[src/rtl/hud_write_queue_pkg.sv]
// Shared HUD/framebuffer constants: screen geometry and the default pixel
// address/data widths used by the render stages and the write queue.
package hud_write_queue_pkg;

   localparam int FB_WIDTH  = 640;
   localparam int FB_HEIGHT = 480;
   localparam int FB_PIXELS = FB_WIDTH * FB_HEIGHT;

   // Address width covers every pixel of the framebuffer (307200 < 2**19).
   localparam int HUD_AW = $clog2(FB_PIXELS);
   localparam int HUD_DW = 16;

endpackage

[src/rtl/hud_wq_ram.sv]
// Simple dual-port storage for the HUD write queue: registered write port,
// asynchronous read port so the head entry is visible without a read cycle.
module hud_wq_ram #(
   parameter int DEPTH = 16,
   parameter int W     = 35,
   parameter int IW    = $clog2(DEPTH)
) (
   input  logic          clk,
   input  logic          we,
   input  logic [IW-1:0] waddr,
   input  logic [W-1:0]  wdata,
   input  logic [IW-1:0] raddr,
   output logic [W-1:0]  rdata
);

   logic [W-1:0] mem [DEPTH];

   // NOTE: storage has no reset; the queue pointers alone decide which words are valid.
   always_ff @(posedge clk) begin
      if (we) mem[waddr] <= wdata;
   end

   assign rdata = mem[raddr];

endmodule

[src/rtl/hud_write_queue.sv]
// Pixel write queue between the render stage and the VRAM port; show-ahead head.
// Optional macro HUD_WQ_DROP_CNT_EN adds a saturating 16-bit drop_cnt output.
module hud_write_queue
   import hud_write_queue_pkg::*;
#(
   parameter int DEPTH = 16,
   parameter int AW    = HUD_AW,
   parameter int DW    = HUD_DW
) (
   input  logic                      clk,
   input  logic                      rst,
   input  logic [AW-1:0]             dst_addr,
   input  logic [DW-1:0]             dst_data,
   input  logic                      dst_wr,
   output logic                      dst_stall,
   output logic [AW-1:0]             vram_addr,
   output logic [DW-1:0]             vram_data,
   output logic                      vram_we,
   input  logic                      vram_ready,
   output logic [$clog2(DEPTH):0]    level,
   output logic                      overflow,
   input  logic                      clr_ovf
`ifdef HUD_WQ_DROP_CNT_EN
   ,
   output logic [15:0]               drop_cnt
`endif
);

   localparam int IW = $clog2(DEPTH);
   localparam int PW = IW + 1;

   logic [PW-1:0] wr_ptr_q, wr_ptr_d;
   logic [PW-1:0] rd_ptr_q, rd_ptr_d;
   logic [PW-1:0] level_q, level_d;
   logic          stall_q, stall_d;
   logic          ovf_q, ovf_d;
   logic          push, pop, drop;
   logic [AW+DW-1:0] head_word;

   // NOTE: every always_comb output gets its default first so no path can infer a latch.
   always_comb begin
      pop      = (level_q != '0) && vram_ready;
      push     = dst_wr && ((level_q != PW'(DEPTH)) || pop);
      drop     = dst_wr && !push;
      wr_ptr_d = wr_ptr_q;
      rd_ptr_d = rd_ptr_q;
      level_d  = level_q;
      ovf_d    = ovf_q;
      if (push) wr_ptr_d = wr_ptr_q + PW'(1);
      if (pop)  rd_ptr_d = rd_ptr_q + PW'(1);
      case ({push, pop})
         2'b10:   level_d = level_q + PW'(1);
         2'b01:   level_d = level_q - PW'(1);
         default: level_d = level_q;
      endcase
      // A drop on the clearing edge keeps the flag set.
      if (drop)         ovf_d = 1'b1;
      else if (clr_ovf) ovf_d = 1'b0;
      stall_d = (level_d >= PW'(DEPTH - 2));
   end

   // NOTE: state registers use non-blocking assignments so all flops update from pre-edge values.
   always_ff @(posedge clk) begin
      if (rst) begin
         wr_ptr_q <= '0;
         rd_ptr_q <= '0;
         level_q  <= '0;
         stall_q  <= 1'b0;
         ovf_q    <= 1'b0;
      end else begin
         wr_ptr_q <= wr_ptr_d;
         rd_ptr_q <= rd_ptr_d;
         level_q  <= level_d;
         stall_q  <= stall_d;
         ovf_q    <= ovf_d;
      end
   end

   hud_wq_ram #(
      .DEPTH (DEPTH),
      .W     (AW + DW),
      .IW    (IW)
   ) u_ram (
      .clk   (clk),
      .we    (push),
      .waddr (wr_ptr_q[IW-1:0]),
      .wdata ({dst_addr, dst_data}),
      .raddr (rd_ptr_q[IW-1:0]),
      .rdata (head_word)
   );

   assign {vram_addr, vram_data} = head_word;
   assign vram_we   = (level_q != '0);
   assign level     = level_q;
   assign dst_stall = stall_q;
   assign overflow  = ovf_q;

`ifdef HUD_WQ_DROP_CNT_EN
   logic [15:0] cnt_q, cnt_d;

   always_comb begin
      cnt_d = cnt_q;
      if (drop) begin
         if (clr_ovf)                cnt_d = 16'd1;
         else if (cnt_q != 16'hFFFF) cnt_d = cnt_q + 16'd1;
      end else if (clr_ovf) begin
         cnt_d = '0;
      end
   end

   always_ff @(posedge clk) begin
      if (rst) cnt_q <= '0;
      else     cnt_q <= cnt_d;
   end

   assign drop_cnt = cnt_q;
`endif

endmodule
[config.mk]
export PLATFORM = sky130hd
export DESIGN_NAME = hud_write_queue
export DESIGN_NICKNAME = d
export VERILOG_FILES = /design/src/rtl/hud_write_queue_pkg.sv /design/src/rtl/hud_wq_ram.sv /design/src/rtl/hud_write_queue.sv
export SDC_FILE = /design/constraint.sdc
export NUM_CORES = 1
export LEC_CHECK = 0
export ABC_AREA = 1
export CAP_MARGIN = 20
export CORE_AREA = 2 2 208 210
export CTS_BUF_LIST = sky130_fd_sc_hd__clkbuf_4 sky130_fd_sc_hd__clkbuf_8
export DETAILED_ROUTE_END_ITERATION = 12
export DIE_AREA = 0 0 210 212
export GPL_TIMING_DRIVEN = 0
export PLACE_DENSITY = 0.74
export SETUP_SLACK_MARGIN = 0.5
export SYNTH_ARGS = -nofsm -noshare
export SYNTH_HDL_FRONTEND = slang
export SYNTH_SLANG_ARGS = --single-unit
[constraint.sdc]
create_clock -name clk -period 3.3 [get_ports clk]
set_input_delay 0.825 -clock clk [delete_from_list [all_inputs] [get_ports clk]]
set_output_delay 0.825 -clock clk [all_outputs]
set_load 0.005 [all_outputs]
==> results.md, run 1 <==
* Status: complete, no violations
* Final ANT Viol Nets at 0
* Footprint of the multi-input gates at 6101 µm²
* Ys flop type: edfxtp_1
* Full die area at 44520 µm²
* Synth-to-layout area growth at 28.73%
* Core Region at 42510 µm²
* Post-synth top area share at 74.36%
* Critical Path RT at 2.47 ns
* Clk sinks at 579
* Total GRT Usage at 31.78%
* Hold Vio Cnt, Final at 0
* First DRT Iteration DRCs at 2835
* Initial core utilization at 53.20%
* Setup-failing EPs final at 0
* Sw Share at 35.12%
* Max IR drop VDD at 390.2 µV
* Post-Syn Nets at 1671
* Ys async rst share at 0%
* Startpoint Class: flop
* Post-CTS Hold Buffers at 0
* Layout cells sized above 1 at 30.79%
* WL/cell at 29.99 µm
* Crit end category: output port
* Most frequent cell after synthesis: edfxtp_1
* Leakage power at 9.628 nW
* Final nets at 1923
* TNS Setup at 0 ns
* Die X at 210 µm
* CTS buffer count at 90
* Initial antenna violation count at 0
* H-tree level count at 3
* RSZ-0062 raised after global routing: yes
* Pwr Total at 0.02270 W
* Critical path arrival at 2.47 ns
* Vias in the first global route at 16400
* Final WL at 74650 µm
* First-pass GRT wire length at 102400 µm
* Final Skew at 0.03431 ns
* Slew headroom at 31.25%
* Reg area at 17200 µm²
* Power per standard cell area at 779.8 nW/µm²
* Synth area leaders: edfxtp_1 (74%), o21ai_0 (5.1%), nor2_1 (5.1%)
* Commonest cells post-synth: edfxtp_1 (560), nor2_1 (309), o21ai_0 (232)
* Reg power frac at 37.0%
* Top Ports at 83
* Max FO, Critical Path at 6
* Synth Warn # at 0
* Switching power at 0.007974 W
* Vias per cell at 6.716
* Worst Hold Class: flop to flop
* Slew @ Worst Pin at 1.030 ns
* CTS Root Cell: clkbuf_8
* Seq cells post-synth at 579
* F_max at 303.1 MHz
* Clock transition at the registers of the reported paths at 0.06 ns
* Comb pwr share at 37.7%
* Detailed Place HPWL at 41100 µm
* Placed cells at 2267
* Register area share after synthesis at 76.04%
* Total iterations of the first detailed-routing run at 6
* CTS tree: done
* Period utilisation layout at 99.99%
* Pin count of the biggest net entering global routing at 25
* Synthesized area per cell at 13.94 µm²
* Placer Congestion at 0.8360
* Clock power frac at 25.3%
* Netlist cell types at 34
* Post-route DRC at 0
* Final std cells w/o fill at 2489
* IO Port Bufs at 82
* Vias at 16720
* DIE HEIGHT at 212 µm
* Gr ovfl total at 0
* Max Cap Viol at 0
* Max-slew violations at 0
* Row count at 76
* Internal power at 0.01473 W
* Critical path class: flop to output port
* Cell count after synthesis at 1622
* Synth area leader: edfxtp_1
* Post-Syn Area at 22610 µm²
* Crit path time final at 3.300 ns
* Layout filler cell count at 2561
* Clk_lat worst skew at 0.67 ns
* EDFF count, synth at 560
* Max clock buf depth at 3
power by group through the flow:
| stage | sequential [W] | clock (W) | combinational, W |
|---|---|---|---|
| 2_1_floorplan | 0.00850 | 0 | 0.00304 |
| 3_3_place_gp | 0.00854 | 0 | 0.00539 |
| 3_5_place_dp | 0.00853 | 0 | 0.00560 |
| 4_1_cts | 0.00839 | 0.00561 | 0.00721 |
| 5_1_grt | 0.00842 | 0.00601 | 0.00889 |
| 6_report | 0.00841 | 0.00574 | 0.00856 |
state kept, by name, indices dropped and copies added (netlist names), named ones only:
register	count
dst_stall	1
level	5
overflow	1
rd_ptr_q	4
u_ram.mem	560
wr_ptr_q	4
area by class of cell:
type | count | area share (%)
clock buffer | 116 | 5.054
antenna | 1 | 0.008596
timing repair inverter | 1 | 0.05587
inverter | 20 | 0.3137
timing repair buffer | 158 | 6.563
clock inverter | 44 | 0.6404
multi-input combinational | 910 | 20.96
sequential | 579 | 59.10
tap | 546 | 2.347
buffer | 114 | 4.964
metrics by stage:
stage | hold slack [ns] | cell area [µm²] | util (%) | worst slack (ns)
finish | 0.4623 | 29110 | 68.49 | 0.0004636
global route | 0.4869 | 29110 | 68.48 | -0.05003
CTS | 0.4652 | 27960 | 65.77 | 0.09333
detailed placement | 0.4575 | 24590 | 57.84 | -0.1637
global placement | 0.4575 | 24130 | 56.76 | -2.410
floorplan | 0.4356 | 22620 | - | 0.1384
routing by layer:
| layer | global-route usage, % | routed length [µm] | up-vias |
|---|---|---|---|
| met5 | 0 | 0 | - |
| met4 | 18.12 | 4570 | 0 |
| met3 | 7.843 | 9798 | 367 |
| met2 | 50.17 | 35070 | 1560 |
| met1 | 40.65 | 25210 | 8060 |
| li1 | - | - | 6728 |
worst max-delay path: stages, from the launching register on:
cell and delay [ns]:
dfxtp_4 0.37, buf_12 0.16, buf_12 0.15, buf_8 0.13
clkbuf_16 0.17, o21ai_2 0.19, o22ai_2 0.12, o211ai_1 0.29
nand2_1 0.10, buf_2 0.13
repair_timing:
item                                    in CTS  in global routing
endpoints found under the setup margin      35                 76
gates cloned                                12                  6
pin swaps                                  132                114
resized for setup                          529                267
setup buffers                               25                 18
cells by family after synthesis:
family / count (synthesis) / share of synthesized area, %
fa+ha+maj: 9 / 0.5312
simple gates: 427 / 7.519
buf+inv: 134 / 3.071
flops: 579 / 76.04
xor+xnor: 2 / 0.07747
compound gates: 471 / 12.76
cell usage in the layout (no fill, tap or decap), types with 23 or more instances in the layout:
master           netlist  final
o221ai_2               0     61
buf_6                 11     28
o221ai_1             107     44
nor2_1               309    237
o22ai_1               33     23
buf_12                 0     47
nand2_1               60     51
clkbuf_8               0    109
buf_4                 13     35
clkinv_1               1     31
nand3_1               47     37
buf_2                 34     34
o21ai_2                0     41
edfxtp_1             560    560
o21ai_4                0     24
nor2_4                 0     43
nor2_2                 3     33
o21ai_0              232    144
clkdlybuf4s50_1        0     47
o21ai_1               57     80
clkbuf_4               0     33
o211ai_1              33     33
final timing paths:
path                                from                end  slack [ns]  cells after the start
worst max register to register  level[0]  u_ram.mem[14][33]        0.77                      7
worst min register to register  overflow           overflow        0.46                      2
worst min-delay path            overflow           overflow        0.46                      2
worst max-delay path                flop      vram_addr[13]      0.0005                      9
(Power assumes the default switching activity.)
==> inputs of run 2 (changes only) <==
--- a/config.mk
+++ b/config.mk
@@ -12,7 +12,7 @@
 export DETAILED_ROUTE_END_ITERATION = 12
 export DIE_AREA = 0 0 210 212
 export GPL_TIMING_DRIVEN = 0
-export PLACE_DENSITY = 0.74
+export PLACE_DENSITY_LB_ADDON = 0.2
 export SETUP_SLACK_MARGIN = 0.5
 export SYNTH_ARGS = -nofsm -noshare
 export SYNTH_HDL_FRONTEND = slang
==> run 2 against run 1 <==
Net effect: die area is the same; combinational power fell by 9.7%; via count decreased by 5.9%; sequential power hardly changed; flip-flop and latch count unchanged; wire length decreased by 8.4%; global-route usage down 2.3 points; non-clock buffer count down 14; critical path depth grew 2; utilization fell by 1.2 points; critical endpoint is now vram_data[13]; largest power group is now registers.
==> results.md, run 2 (synthesis results as in run 1) <==
* Status: complete, no violations (unchanged)
* Final ANT Viol Nets at 0 (unchanged)
* Initial antenna violation count at 0 (unchanged)
* Slew headroom at 40.52% (was 31.25%)
* Comb pwr share at 35.1% (was 37.7%)
* First DRT Iteration DRCs at 2276 (was 2835)
* Worst r2r src: level[1] (was level[0])
* Row count at 76 (unchanged)
* Commonest non-fill, non-tap cell in the layout: edfxtp_1 (unchanged)
* Worst Hold Class: flop to flop (unchanged)
* Layout filler cell count at 2852 (was 2561)
* Critical Path Slowest Stage Cell: dfxtp_4 (unchanged)
* Startpoint Class: flop (unchanged)
* CTS tree: done (unchanged)
* Worst Hold Margin at 0.4708 ns (was 0.4623 ns)
* Flop2flop setup slack at 0.80 ns (was 0.77 ns)
* Final nets at 1907 (was 1923)
* Top Ports at 83 (unchanged)
* Critical path arrival at 2.45 ns (was 2.47 ns)
* R2R cell count at 7 (unchanged)
* Synth-to-layout area growth at 26.51% (was 28.73%)
* Max clock buf depth at 3 (unchanged)
* R2R Path End: u_ram.mem[13][33] (was u_ram.mem[14][33])
* Switching power at 0.007418 W (was 0.007974 W)
* F_max at 304.9 MHz (was 303.1 MHz)
* Reg power frac at 38.2% (was 37.0%)
* Core Region at 42510 µm² (unchanged)
* Critical-path cell list: buf_12 -> clkinv_16 -> buf_12 -> buf_12 -> buf_12 -> buf_8 -> o21ai_2 -> o221ai_2 -> nand3_2 -> nand2_2 -> clkbuf_2 (was buf_12 -> buf_12 -> buf_8 -> clkbuf_16 -> o21ai_2 -> o22ai_2 -> o211ai_1 -> nand2_1 -> buf_2)
* CTS buffer count at 89 (was 90)
* Slew @ Worst Pin at 0.8901 ns (was 1.030 ns)
* Placed cells at 2269 (was 2267)
* H-tree level count at 3 (unchanged)
* Setup-failing EPs final at 0 (unchanged)
* RSZ-0062 raised after global routing: yes (unchanged)
* DIE HEIGHT at 212 µm (unchanged)
* WL/cell at 27.67 µm (was 29.99 µm)
* Period utilisation layout at 99.38% (was 99.99%)
* Reg area at 17200 µm² (unchanged)
* CP peak stage delay at 0.41 ns (was 0.37 ns)
* Max FFs per register at 560 (unchanged)
* Vias at 15720 (was 16720)
* Post-route DRC at 0 (unchanged)
* Sw Share at 33.73% (was 35.12%)
* Die X at 210 µm (unchanged)
* Setup ws final at 0.02030 ns (was 0.0004636 ns)
* Pwr Total at 0.02199 W (was 0.02270 W)
* Pin count of the biggest net entering global routing at 24 (was 25)
* Final Skew at 0.03138 ns (was 0.03431 ns)
* First-pass GRT wire length at 95060 µm (was 102400 µm)
* Crit path time final at 3.280 ns (was 3.300 ns)
* Max Cap Viol at 0 (unchanged)
* Layout cells sized above 1 at 29.30% (was 30.79%)
* Critical path class: flop to output port (unchanged)
* Total iterations of the first detailed-routing run at 6 (unchanged)
* Final std cells w/o fill at 2471 (was 2489)
* Clock transition at the registers of the reported paths at 0.06 ns (about the same)
* Worst hold endpoint: rd_ptr_q[2] (was overflow)
* Placer Congestion at 0.8084 (was 0.8360)
* Crit end category: output port (unchanged)
* Final WL at 68360 µm (was 74650 µm)
* Max-slew violations at 0 (unchanged)
* Clock power frac at 26.7% (was 25.3%)
* Power per standard cell area at 768.6 nW/µm² (was 779.8 nW/µm²)
* Internal power at 0.01457 W (was 0.01473 W)
* Hold Path Stages at 1 (was 2)
* Gr ovfl total at 0 (unchanged)
* CP Buf/Inv Count at 7 (was 5)
* Reg with most FFs: u_ram.mem (unchanged)
* Top delay family on crit path: buffers and inverters (unchanged)
* CTS Root Cell: clkbuf_8 (unchanged)
* N_diodes at 0 (was 1)
* HP Start: rd_ptr_q[2] (was overflow)
* Clk sinks at 579 (unchanged)
* Commonest non-fill, non-tap cells in the layout: edfxtp_1 (560), nor2_1 (222), o21ai_0 (198) (was edfxtp_1 (560), nor2_1 (237), o21ai_0 (144))
* Most used cell, CP: buf_12 (unchanged)
* Total GRT Usage at 29.51% (was 31.78%)
* Vias per cell at 6.363 (was 6.716)
* Initial core utilization at 53.20% (unchanged)
* Footprint of the multi-input gates at 5849 µm² (was 6101 µm²)
* Leakage power at 9.513 nW (was 9.628 nW)
* Vias in the first global route at 14980 (was 16400)
* IO Port Bufs at 82 (unchanged)
* Post-CTS Hold Buffers at 0 (unchanged)
* Detailed Place HPWL at 40880 µm (was 41100 µm)
* Full die area at 44520 µm² (unchanged)
* Clk_lat worst skew at 0.65 ns (was 0.67 ns)
* Max IR drop VDD at 367.9 µV (was 390.2 µV)
* Pre-CTS setup slack at -0.1241 ns (was -0.1637 ns)
* Max FO, Critical Path at 7 (was 6)
* Critical Path RT at 2.47 ns (about the same)
* Hold Vio Cnt, Final at 0 (unchanged)
-- run 2: changes by cell type in the layout (fill, tap and decap cells not counted), moves of 15 or more --
cell / previous run / this run
o21ai_0: 144 / 198
o21ai_1: 80 / 55
clkbuf_4: 33 / 51
o21ai_2: 41 / 25
nor2_1: 237 / 222
clkbuf_2: 16 / 31
-- run 2: power by group through the flow --
stage | Sequential (W) | Clock [W] | Combinational, W
6_report | 0.00840 | 0.00586 | 0.00773
5_1_grt | 0.00842 | 0.00618 | 0.00815
4_1_cts | 0.00839 | 0.00586 | 0.00606
3_5_place_dp | 0.00853 | 0 | 0.00564
3_3_place_gp | 0.00854 | 0 | 0.00547
2_1_floorplan | 0.00850 | 0 | 0.00304
-- run 2: repair_timing --
item | 4_1_cts | 5_1_grt
endpoints found under the setup margin | 35 | 52
resized for setup | 154 | 505
pin swaps | 10 | 151
cloned | 1 | 8
setup buffers | 0 | 35
-- run 2: layout make-up --
type	instances	share of cell area, %
flip-flops and latches	579	60.13
clock buffers	129	5.484
multi-input cells	909	20.45
repair inverters	1	0.05685
clock inverters	29	0.5379
repair buffers	144	5.983
well taps	546	2.388
inverters	20	0.3674
plain buffers	114	4.605
-- run 2: through the flow --
stage	cell area, µm²	utilization (%)	setup TNS (ns)
2_1_floorplan	22620	-	0
3_3_place_gp	24130	56.76	-1118.79
3_5_place_dp	24660	58.02	-5.460
4_1_cts	26790	63.03	-7.903
5_1_grt	28610	67.31	-0.1733
6_report	28610	67.31	0
-- run 2: worst max-delay path by stage --
stage	startpoint	to	slack (ns)	cells past startpoint
6_report	flop	vram_data[13]	0.02	11
5_1_grt	flop	vram_data[13]	-0.04	11
4_1_cts	flop	vram_addr[7]	-0.27	9
3_5_place_dp	vram_ready	u_ram.mem[7][33]	-0.12	8
3_3_place_gp	vram_ready	u_ram.mem[3][5]	-2.43	7
2_1_floorplan	vram_ready	u_ram.mem[11][0]	0.14	6
-- run 2: metal layers --
layer	global-route usage, %	wire length, µm
met5	0	0
met4	10.61	2686
met3	5.864	7285
met2	47.22	32140
met1	40.77	26250
